`src/rtl/msg_pkg.sv`:
```
// Shared constants, FSM encoding and charset stepping for the message composer.
package msg_pkg;

   localparam logic [7:0] CH_A    = 8'd65;
   localparam logic [7:0] CH_Z    = 8'd90;
   localparam logic [7:0] CH_0    = 8'd48;
   localparam logic [7:0] CH_9    = 8'd57;
   localparam logic [7:0] CH_BANG = 8'd33;
   localparam logic [7:0] CH_CR   = 8'h0D;
   localparam logic [7:0] CH_LF   = 8'h0A;

   typedef enum logic [1:0] {
      ST_IDLE,
      ST_ISSUE,
      ST_WAIT_LO,
      ST_WAIT_HI
   } tx_state_e;

   // Ring order A..Z, 0..9, '!', back to A; anything off the ring lands on 'A'.
   function automatic logic [7:0] char_next(input logic [7:0] c);
      logic [7:0] r;
      if (c >= CH_A && c < CH_Z)      r = c + 8'd1;
      else if (c == CH_Z)             r = CH_0;
      else if (c >= CH_0 && c < CH_9) r = c + 8'd1;
      else if (c == CH_9)             r = CH_BANG;
      else                            r = CH_A;
      return r;
   endfunction

   // Exact inverse of char_next; anything off the ring lands on '!'.
   function automatic logic [7:0] char_prev(input logic [7:0] c);
      logic [7:0] r;
      if (c > CH_A && c <= CH_Z)      r = c - 8'd1;
      else if (c == CH_A)             r = CH_BANG;
      else if (c > CH_0 && c <= CH_9) r = c - 8'd1;
      else if (c == CH_0)             r = CH_Z;
      else if (c == CH_BANG)          r = CH_9;
      else                            r = CH_BANG;
      return r;
   endfunction

endpackage

```
`src/rtl/msg_tx_seq.sv`:
```
// Streams buf[0..last] (plus optional CR/LF) into uart_tx using its ready/send handshake.
module msg_tx_seq
   import msg_pkg::*;
#(
   parameter int AW          = 4,
   parameter bit APPEND_CRLF = 1'b1
)(
   input  logic          clk,
   input  logic          rst,
   input  logic          start,
   input  logic [AW-1:0] start_last,
   input  logic          tx_ready,
   output logic [AW-1:0] rd_addr,
   input  logic [7:0]    rd_data,
   output logic          tx_send,
   output logic [7:0]    tx_data,
   output logic          busy
);

   // One extra index bit so the CR/LF positions past a full buffer are reachable.
   localparam int            IW   = AW + 1;
   localparam logic [IW-1:0] TAIL = APPEND_CRLF ? IW'(2) : IW'(0);

   tx_state_e     state_q, state_d;
   logic [IW-1:0] idx_q, idx_d;
   logic [AW-1:0] last_q, last_d;
   logic [IW-1:0] last_ext, final_idx;
   logic          send_d;
   logic [7:0]    data_d, byte_sel;

   assign last_ext  = {1'b0, last_q};
   assign final_idx = last_ext + TAIL;
   assign rd_addr   = idx_q[AW-1:0];
   assign busy      = (state_q != ST_IDLE);

   // Pick the byte for the current index: buffer cell, then CR, then LF.
   always_comb begin
      byte_sel = rd_data;
      if (idx_q > last_ext) begin
         byte_sel = (idx_q == last_ext + IW'(1)) ? CH_CR : CH_LF;
      end
   end

   // Next-state and handshake decisions; the strobe is registered so it lasts one cycle.
   always_comb begin
      state_d = state_q;
      idx_d   = idx_q;
      last_d  = last_q;
      send_d  = 1'b0;
      data_d  = tx_data;
      case (state_q)
         ST_IDLE: begin
            if (start) begin
               last_d  = start_last;
               idx_d   = '0;
               state_d = ST_ISSUE;
            end
         end
         ST_ISSUE: begin
            if (tx_ready) begin
               send_d  = 1'b1;
               data_d  = byte_sel;
               state_d = ST_WAIT_LO;
            end
         end
         ST_WAIT_LO: begin
            if (!tx_ready) state_d = ST_WAIT_HI;
         end
         ST_WAIT_HI: begin
            if (tx_ready) begin
               if (idx_q == final_idx) begin
                  state_d = ST_IDLE;
               end else begin
                  idx_d   = idx_q + IW'(1);
                  state_d = ST_ISSUE;
               end
            end
         end
         default: state_d = ST_IDLE;
      endcase
   end

   // State, counters and the uart-facing outputs; reset aborts any transfer immediately.
   always_ff @(posedge clk) begin
      if (rst) begin
         state_q <= ST_IDLE;
         idx_q   <= '0;
         last_q  <= '0;
         tx_send <= 1'b0;
         tx_data <= 8'h00;
      end else begin
         state_q <= state_d;
         idx_q   <= idx_d;
         last_q  <= last_d;
         tx_send <= send_d;
         tx_data <= data_d;
      end
   end

endmodule

```
`src/rtl/msg_compose_tx.sv`:
```
// Button-driven message editor: buffer, cursor and edit gating around the transmit sequencer.
module msg_compose_tx
   import msg_pkg::*;
#(
   parameter int         DEPTH       = 16,
   parameter bit         APPEND_CRLF = 1'b1,
   parameter logic [7:0] CHAR_INIT   = 8'd65,
   localparam int        AW          = $clog2(DEPTH)
)(
   input  logic          clk,
   input  logic          rst,
   input  logic          inc,
   input  logic          dec,
   input  logic          fwd,
   input  logic          back,
   input  logic          send_req,
   input  logic          tx_ready,
   output logic          tx_send,
   output logic [7:0]    tx_data,
   output logic [7:0]    cur_char,
   output logic [AW-1:0] cursor,
   output logic          busy
);

   logic [7:0]    mem [DEPTH];
   logic [AW-1:0] rd_addr;
   logic          start;

   assign cur_char = mem[cursor];
   assign start    = send_req && !busy;

   // Edits and cursor moves only while idle, which also freezes the buffer during a send.
   always_ff @(posedge clk) begin
      if (rst) begin
         for (int i = 0; i < DEPTH; i++) mem[i] <= CHAR_INIT;
         cursor <= '0;
      end else if (!busy) begin
         if (inc && !dec)      mem[cursor] <= char_next(mem[cursor]);
         else if (dec && !inc) mem[cursor] <= char_prev(mem[cursor]);
         if (fwd && !back && cursor != AW'(DEPTH - 1)) cursor <= cursor + AW'(1);
         else if (back && !fwd && cursor != '0)        cursor <= cursor - AW'(1);
      end
   end

   msg_tx_seq #(
      .AW          (AW),
      .APPEND_CRLF (APPEND_CRLF)
   ) u_seq (
      .clk        (clk),
      .rst        (rst),
      .start      (start),
      .start_last (cursor),
      .tx_ready   (tx_ready),
      .rd_addr    (rd_addr),
      .rd_data    (mem[rd_addr]),
      .tx_send    (tx_send),
      .tx_data    (tx_data),
      .busy       (busy)
   );

endmodule

```
`config.mk`:
```
export PLATFORM = sky130hd
export DESIGN_NAME = msg_compose_tx
export DESIGN_NICKNAME = d
export VERILOG_FILES = /design/src/rtl/msg_pkg.sv /design/src/rtl/msg_tx_seq.sv /design/src/rtl/msg_compose_tx.sv
export SDC_FILE = /design/constraint.sdc
export NUM_CORES = 1
export LEC_CHECK = 0
export CAP_MARGIN = 20
export CORE_ASPECT_RATIO = 0.75
export CORE_MARGIN = 1
export CORE_UTILIZATION = 45
export DETAILED_ROUTE_END_ITERATION = 8
export PLACE_DENSITY = 0.7
export SYNTH_ARGS = -nofsm -noshare
export SYNTH_HDL_FRONTEND = slang
export SYNTH_SLANG_ARGS = --single-unit
```
`constraint.sdc`:
```
create_clock -name clk -period 8.8 [get_ports clk]
set_input_delay 0.88 -clock clk [delete_from_list [all_inputs] [get_ports clk]]
set_output_delay 0.88 -clock clk [all_outputs]
set_load 0.02 [all_outputs]
```
# After elaboration in Yosys (flattened, before gate mapping)
# Memory sizes are Yosys's and may differ from the RTL's. A register that Yosys moved wholly into a read port is not among the register bits.
# Index checks and enable logic that the tools add are counted.
# W data, S select, Z words.
# word_totals
ff_bits	24
ram_bits	128
input_bits	8
output_inout_bits	22
wordCells	120
memories	1
# mem_list
memory	words	width	read_ports	rd_ports_with_merged_regs	wr	line_no	source
mem	16	8	2	2	16	msg_compose_tx.sv:25	logic [7:0] mem [DEPTH];
# classes
add_sub_neg	7
magnitude_cmp	9
n_eq_ne	16
n_mux	50
bitwise	3
reduce_logical	28
# ops
operator	count
$mux W8	16
$mux W4	7
$eq A8 B6 Y1 const B	3
$mux W5	4
$eq A8 B7 Y1 const B	2
$mux W1	14
$mux W7	2
$logic_and A1 B1 Y1	11
$eq A5 B5 Y1	2
$ne A2 B2 Y1 const B	5
$pmux W5 S2	1
$add A8 B1 Y8 const B	1
$ge A8 B6 Y1 const B	1
$ge A8 B7 Y1 const B	1
$gt A8 B6 Y1 const B	1
$gt A8 B7 Y1 const B	1
$le A8 B6 Y1 const B	1
$le A8 B7 Y1 const B	1
$lt A8 B6 Y1 const B	1
$lt A8 B7 Y1 const B	1
$mux W2	4
$pmux W2 S4	1
$reduce_and A4 Y1	2
$reduce_or A8 Y1	1
other kinds (19)	29

# Depth between registers and ports, before layout
# Gate-level depths: netlist of run 1.
# depth
depth_word	12
ltp_mapped	16
mapped_depth_nobuf	11

# By module
# Synthesis of run 1 repeated with hierarchy kept, for this count alone.
# unflattened
hier_cells	717
hier_area_um2	8924.8
# by_module_without_submodules
module	n_inst	cells_per_inst	area_each_um2	seq_area_each_um2
msg_compose_tx	1	556	7628.6	4003.8
msg_tx_seq	1	161	1296.2	400.4

# Worst setup path after synthesis of run 1
# OpenSTA, ideal clock, no wires.
# synth_path
kind	flip-flop to flip-flop
startpoint	register with a tool-made name
endpoint	memory mem[11][1], data pin
setup_time_ns	0.265
t_arrival_ns	3.300
required_time_ns	8.535
path_slack_ns	5.234
path_stages_with_launch	13
n_path_buf	2
synth_period_minus_slack_ns	3.566
cell_sequence	dfxtp_1 -> buf_2 -> mux4_2 -> mux2i_1 -> mux2_2 -> inv_2 -> ha_1 -> or4_1 -> o211ai_1 -> a21oi_1 -> a22oi_2 -> buf_2 -> nor2_1
# synth_lines
element	line_no
end, declared	msg_compose_tx.sv:25

==> results.md, run 1 <==
* Seq/Total Area, Yosys at 50.6%
* Final nets at 756
* DR iter-0 viols at 1248
* Worst Hold Depth at 2
* Remaining antenna violation count after routing at 0
* Hold Crit Class: reg2reg
* Syn Area/Cell at 12.6 sq um
* CTS tree: done
* Post-Syn Area at 8860 sq um
* Starting Density at 45.8%
* IO Port Bufs at 29
* Global Route Usage Sum at 26.0%
* Pwr Density at 275 nW/um^2
* Slew HR at 33.9%
* Grt ovf at 0
* Drt wl/cell at 24.7 um
* # setup viols final at 0
* Global-route wire length before repair at 37800 um
* Count leader, synth: edfxtp_1
* Total die area at 20300 sq um
* Number of detailed-route iterations in the first pass at 6
* Clock Latency Late Sink at 0.44 ns
* Final hold vios at 0
* Die height at 124 um
* Clock sinks at 160
* Worst Hold Launch: u_seq.tx_data[7]
* YS warnings at 0
* Pleak at 3.13 nW
* Area Overhead vs Synth at 12.2%
* Vias in the first global route at 6123
* # Max-Cap Violations at 0
* Fin util at 51.5%
* F_max at 213 MHz
* Hold slack at 0.463 ns
* Top cells by count, synth: edfxtp_1, nor2_1, mux4_2, nand2_1, nand3_1
* Antenna violations before repair at 0
* Synthesized flop and latch total at 160
* Final Slew Violations at 0
* Post-route setup TNS at 0 ns
* Synth Flop Type: edfxtp_1
* DR DRC count at 0
* Layout cells sized above 1 at 18.2%
* Cell taking the most area after synthesis: edfxtp_1
* Row Count at 44
* Crit path launch type: flip-flop
* Synth top area share at 43.4%
* Largest net degree at the start of global routing at 42
* Clk_skew at 0.0116 ns
* Yosys cell types at 65
* Post-CTS Hold Buffers at 0
* Area contributors post-synth: edfxtp_1, mux4_2, dfxtp_1
* Fin crit period at 4.69 ns
* Worst IR Drop VDD at 0.173 mV
* Status: complete, no violations
* Period utilization at 53.3%
* Post-Synthesis Cells at 705
* Worst Hold End: u_seq.tx_data[7]
* Ant. Diodes at 0
* Async SR Flop Fraction at 0%
* RSZ-0062 raised after global routing: no
* Worst R2R Path Depth at 8
* Routed WL at 24600 um
* Vias at 6478
* Worst-Margin Slew at 0.991 ns
* Core box area at 19300 sq um
* Critical Path RT at 8.95 ns
* Hpwl dp at 17200 um
* Setup bufs post-CTS at 0
* Critical-path maximum fanout at 27
* Max clock buf depth at 2
* R2R Setup Slk at 4.11 ns
* Clk slew on worst S/H paths at 0.07 ns
* Reg2reg end: mem[9][3]
* Vias/cell at 6.51
* Total CTS buffers at 17
* Io pins at 30
* Resized cells post-CTS at 0
* GPL Wtd Cong at 0.946
* Die Span X at 164 um
* Worst Path Arrival at 4.84 ns
* CP endpoint kind: flip-flop
* Htree depth at 4
* Root Driver: clkbuf_16
* Setup CP Type: reg2reg
* EDFF count, synth at 128
* Fillers at 1593
==> registers in the layout, indices dropped and copies added (netlist names), named ones only <==
name / flops
mem: 128
u_seq.tx_data: 8
u_seq.idx_q: 5
cursor: 4
u_seq.last_q: 4
u_seq.state_q: 2
u_seq.tx_send: 1
==> layout make-up <==
| class | instances | area [sq um] | area share [%] |
|---|---|---|---|
| well taps | 253 | 317 | 3.18 |
| multi-input cells | 499 | 4140 | 41.6 |
| clock inverters | 13 | 144 | 1.45 |
| flip-flops and latches | 160 | 4490 | 45.1 |
| inverters | 14 | 52.6 | 0.528 |
| clock buffers | 19 | 454 | 4.57 |
| repair buffers | 37 | 350 | 3.52 |
==> layer usage <==
metal  track usage [%]  part of all wire, %
met5                 0                    0
met4              9.03                  2.5
met3              5.27                   12
met2              39.0                   44
met1              37.7                   41
==> worst max-delay path by stage <==
stage	to	slack, ns	cells past startpoint
4_1_cts	mem[9][0]	3.97	11
3_5_place_dp	mem[9][0]	3.99	11
3_3_place_gp	mem[8][0]	4.11	11
5_1_grt	mem[10][0]	3.79	11
2_1_floorplan	mem[11][1]	5.23	12
6_report	mem[9][3]	4.11	8
==> power breakdown <==
| group | leakage, nW | switching, mW | total (mW) | internal [mW] |
|---|---|---|---|---|
| Sequential | 1.46 | 0.0898 | 0.964 | 0.874 |
| Clock | 0.297 | 0.329 | 0.748 | 0.419 |
| Combinational | 1.37 | 0.649 | 1.02 | 0.371 |
==> critical path: stages (launching register included) <==
cell	delay, ns
dfxtp_2	0.98
mux4_1	0.67
a22oi_2	0.19
nand3_1	0.49
or4_1	0.69
a32oi_1	0.32
o21ai_0	0.18
a21oi_2	0.74
nor2_1	0.11
==> kinds of logic (layout without fill, tap and decap cells) <==
family | Yosys count | after routing | share of synthesized area (%)
adder cells (fa/ha/maj) | 19 | 19 | 2.77
AND/OR/NAND/NOR | 278 | 278 | 15.5
XOR/XNOR | 18 | 18 | 1.78
multiplexers | 85 | 85 | 19.9
AO/OA/AOI/OAI | 83 | 83 | 6.00
other | 1 | 16 | 0.0423
buffers and inverters | 61 | 83 | 3.38
flip-flops | 160 | 160 | 50.6
==> metrics by stage <==
step,total power [mW],setup WS [ns],cells,instance area (sq um)
2_1_floorplan,1.67,5.23,720,8920
3_3_place_gp,1.93,4.11,961,9330
3_5_place_dp,1.96,3.99,962,9340
4_1_cts,2.70,3.97,994,9940
5_1_grt,2.84,3.79,995,9940
6_report,2.73,4.11,995,9940
==> layout by cell type (no fill, tap or decap), types with 3 or more instances in the layout <==
| cell | Yosys | routed |
|---|---|---|
| a22oi_1 | 8 | 8 |
| o22ai_1 | 4 | 4 |
| nor2_2 | 8 | 8 |
| nor3_1 | 26 | 26 |
| dfxtp_2 | 0 | 3 |
| o211ai_1 | 3 | 3 |
| nor2b_1 | 8 | 8 |
| inv_8 | 0 | 3 |
| clkbuf_16 | 0 | 18 |
| dfxtp_1 | 32 | 29 |
| nor2_1 | 94 | 94 |
| nor3b_1 | 4 | 4 |
| o21ai_0 | 25 | 25 |
| edfxtp_1 | 128 | 128 |
| xor2_1 | 11 | 11 |
| nand3b_1 | 4 | 4 |
| mux4_2 | 65 | 65 |
| ha_1 | 18 | 18 |
| a21oi_1 | 19 | 19 |
| nand3_1 | 39 | 39 |
| mux4_1 | 6 | 6 |
| mux2i_1 | 12 | 12 |
| xnor2_1 | 7 | 7 |
| inv_1 | 10 | 10 |
| nand2b_1 | 23 | 23 |
| nand2_1 | 43 | 43 |
| nor2_4 | 3 | 3 |
| or4_1 | 4 | 4 |
| inv_6 | 0 | 5 |
| buf_4 | 1 | 7 |
| or3_1 | 4 | 4 |
| conb_1 | 1 | 16 |
| nand4_1 | 7 | 7 |
| inv_2 | 3 | 3 |
| clkdlybuf4s50_1 | 0 | 29 |
(Power assumes the default switching activity.)
==> run 2, diff against run 1 <==
--- a/config.mk
+++ b/config.mk
@@ -10,7 +10,7 @@
 export CORE_MARGIN = 1
 export CORE_UTILIZATION = 45
 export DETAILED_ROUTE_END_ITERATION = 8
-export PLACE_DENSITY = 0.7
+export PLACE_DENSITY = 0.72
 export SYNTH_ARGS = -nofsm -noshare
 export SYNTH_HDL_FRONTEND = slang
 export SYNTH_SLANG_ARGS = --single-unit
==> constraint.sdc (replaced) <==
create_clock -name clk -period 4 [get_ports clk]
set_input_delay 0.4 -clock clk [delete_from_list [all_inputs] [get_ports clk]]
set_output_delay 0.4 -clock clk [all_outputs]
set_load 0.02 [all_outputs]
==> results.md, run 2 (synthesis results as in run 1) <==
* Status: complete, no violations
* Final Slew Violations at 0 (unchanged)
* Die Span X at 164 um (unchanged)
* FF/Latch Area at 4490 sq um (about the same)
* Pleak at 3.28 nW (+5.0%)
* Register with the most flip-flops: mem
* Clk_skew at 0.0129 ns (+0.00127 ns)
* F_max at 263 MHz (+23%)
* Fin crit period at 3.81 ns (-0.887 ns)
* Global Route Usage Sum at 27.5% (+1.5 points)
* Area Overhead vs Synth at 15.3%
* CP Cell Sequence: buf_4 -> buf_4 -> mux4_1 -> a22oi_2 -> nand3_1 -> buf_4 -> or4_4 -> or4_1 -> a32o_2 -> nor2_1
* Final nets at 782 (+3.4%)
* Slew HR at 31.4% (-2.5 points)
* RSZ-0062 raised after global routing: no
* Worst IR Drop VDD at 0.395 mV (+130%)
* Resized cells post-CTS at 0 (unchanged)
* # setup viols final at 0 (unchanged)
* R2R Setup Slk at 0.19 ns (-3.91 ns)
* Clk slew on worst S/H paths at 0.07 ns (about the same)
* Root Driver: clkbuf_16
* Period utilization at 95.2% (+42 points)
* WP buf/inv at 3 (+3)
* DR DRC count at 0 (unchanged)
* DR iter-0 viols at 1264 (+1.3%)
* Crit path launch type: flip-flop
* Vias in the first global route at 6277 (+2.5%)
* Reg2reg end: mem[2][5]
* GPL Wtd Cong at 0.953 (+0.76%)
* Antenna violations before repair at 3 (+3)
* Fillers at 1568 (-1.6%)
* Drt wl/cell at 25.6 um (+3.6%)
* Vias/cell at 6.45 (-0.91%)
* Critical-path maximum fanout at 16 (-41%)
* Post-CTS Hold Buffers at 0 (unchanged)
* Crit path setup slack, layout at 0.193 ns (-3.91 ns)
* Critical Path RT at 4.29 ns (-4.66 ns)
* Max FFs per register at 128 (unchanged)
* Slowest stage delay, CP at 0.49 ns (-0.49 ns)
* Final hold vios at 0 (unchanged)
* Hpwl dp at 18500 um (+7.7%)
* Worst-Margin Slew at 1.03 ns (+0.0365 ns)
* Max clock buf depth at 2 (unchanged)
* Worst setup path endpoint: mem[2][5]
* Remaining antenna violation count after routing at 0 (unchanged)
* Ant. Diodes at 0 (unchanged)
* Multi-input logic area at 4150 sq um (+0.27%)
* Placed inst area at 9600 sq um (+2.8%)
* IO Port Bufs at 29 (unchanged)
* Htree depth at 4 (unchanged)
* CTS tree: done
* CP endpoint kind: flip-flop
* Largest net degree at the start of global routing at 41 (-2.4%)
* Commonest non-fill, non-tap cell in the layout: edfxtp_1
* Clock Latency Late Sink at 0.44 ns (about the same)
* Grt ovf at 0 (unchanged)
* Core box area at 19300 sq um (unchanged)
* Pwr Density at 630 nW/um^2 (+130%)
* Setup bufs post-CTS at 0 (unchanged)
* Regs by FF count: mem: 128 flops, u_seq.tx_data: 8 flops, u_seq.idx_q: 5 flops
* Design area at 10200 sq um (+2.7%)
* Routed WL at 26100 um (+6.3%)
* Clock sinks at 160 (unchanged)
* Crit-path slowest cell: a32o_2
* Die height at 124 um (unchanged)
* Io pins at 30 (unchanged)
* Dpl ws at 0.186 ns (-3.80 ns)
* CP top delay family: simple AND/OR/NAND/NOR gates
* Hold Crit Class: reg2reg
* Post-route setup TNS at 0 ns (unchanged)
* Worst R2R Path Depth at 10 (+2)
* Total CTS buffers at 17 (unchanged)
* Row Count at 44 (unchanged)
* Setup CP Type: reg2reg
* # Max-Cap Violations at 0 (unchanged)
* Critical Path Most Common Cell: buf_4
* Starting Density at 45.8% (unchanged)
* Worst Path Arrival at 4.09 ns (-0.75 ns)
* CP Depth at 10 (+2)
* Global-route wire length before repair at 39400 um (+4.2%)
* Layout cells sized above 1 at 20.7% (+2.5 points)
* Number of detailed-route iterations in the first pass at 8 (+2)
* Vias at 6587 (+1.7%)
* Total die area at 20300 sq um (unchanged)
* Commonest non-fill, non-tap cells in the layout: edfxtp_1, nor2_1, mux4_2
run 2: cell types whose count changed in the layout (fill, tap and decap cells not counted), moves of 2 or more:
cell       change
buf_4         +22
bufinv_16      +2
buf_12         +5
inv_8          -3
run 2: worst min path at each step:
stage / startpoint / endpoint / slack (ns) / depth (start not counted)
floorplan: u_seq.last_q[0] / u_seq.last_q[0] / 0.47 / 2
global placement: u_seq.tx_data[1] / u_seq.tx_data[1] / 0.44 / 2
detailed placement: u_seq.tx_data[5] / u_seq.tx_data[5] / 0.46 / 2
CTS: u_seq.tx_data[5] / u_seq.tx_data[5] / 0.47 / 2
global route: u_seq.tx_data[5] / u_seq.tx_data[5] / 0.49 / 2
finish: u_seq.tx_data[5] / u_seq.tx_data[5] / 0.47 / 2
run 2: final cells by class:
type,count,share of cell area (%)
flip-flops and latches,160,43.9
multi-input cells,499,40.6
repair buffers,63,5.95
clock buffers,20,4.37
well taps,253,3.10
clock inverters,12,1.52
inverters,14,0.514
run 2: stage by stage:
| stage | total power, mW | util (%) | hold WS [ns] | std cells |
|---|---|---|---|---|
| floorplan | 3.66 | - | 0.470 | 720 |
| global route | 6.68 | 52.9 | 0.486 | 1021 |
| finish | 6.43 | 52.9 | 0.467 | 1021 |
| detailed placement | 4.66 | 49.7 | 0.457 | 989 |
| CTS | 6.34 | 52.8 | 0.466 | 1021 |
| global placement | 4.64 | 49.7 | 0.438 | 989 |
run 2: metal layers:
metal  up-vias  wire [um]  global-route usage (%)
met5         -         17                       0
met4         2        658                    8.33
met3        71       4110                    10.8
met2       558      11000                    37.8
met1      3171      10400                    39.8
li1       2785          -                       -
run 2: worst min-delay path: stages (launching register included):
cell	delay, ns
dfxtp_1	0.31
nand2_1	0.05
a21oi_1	0.05
run 2: power breakdown:
group          switching (mW)  internal, mW
clock network           0.692          1.00
registers               0.162          1.92
logic                    1.59          1.06
==> run 3, diff against run 2 <==
--- a/config.mk
+++ b/config.mk
@@ -11,6 +11,7 @@
 export CORE_UTILIZATION = 45
 export DETAILED_ROUTE_END_ITERATION = 8
 export PLACE_DENSITY = 0.72
+export SLEW_MARGIN = 20
 export SYNTH_ARGS = -nofsm -noshare
 export SYNTH_HDL_FRONTEND = slang
 export SYNTH_SLANG_ARGS = --single-unit
==> results of run 3 <==
No change in the layout: final DEF, timing and power equal those of run 2.
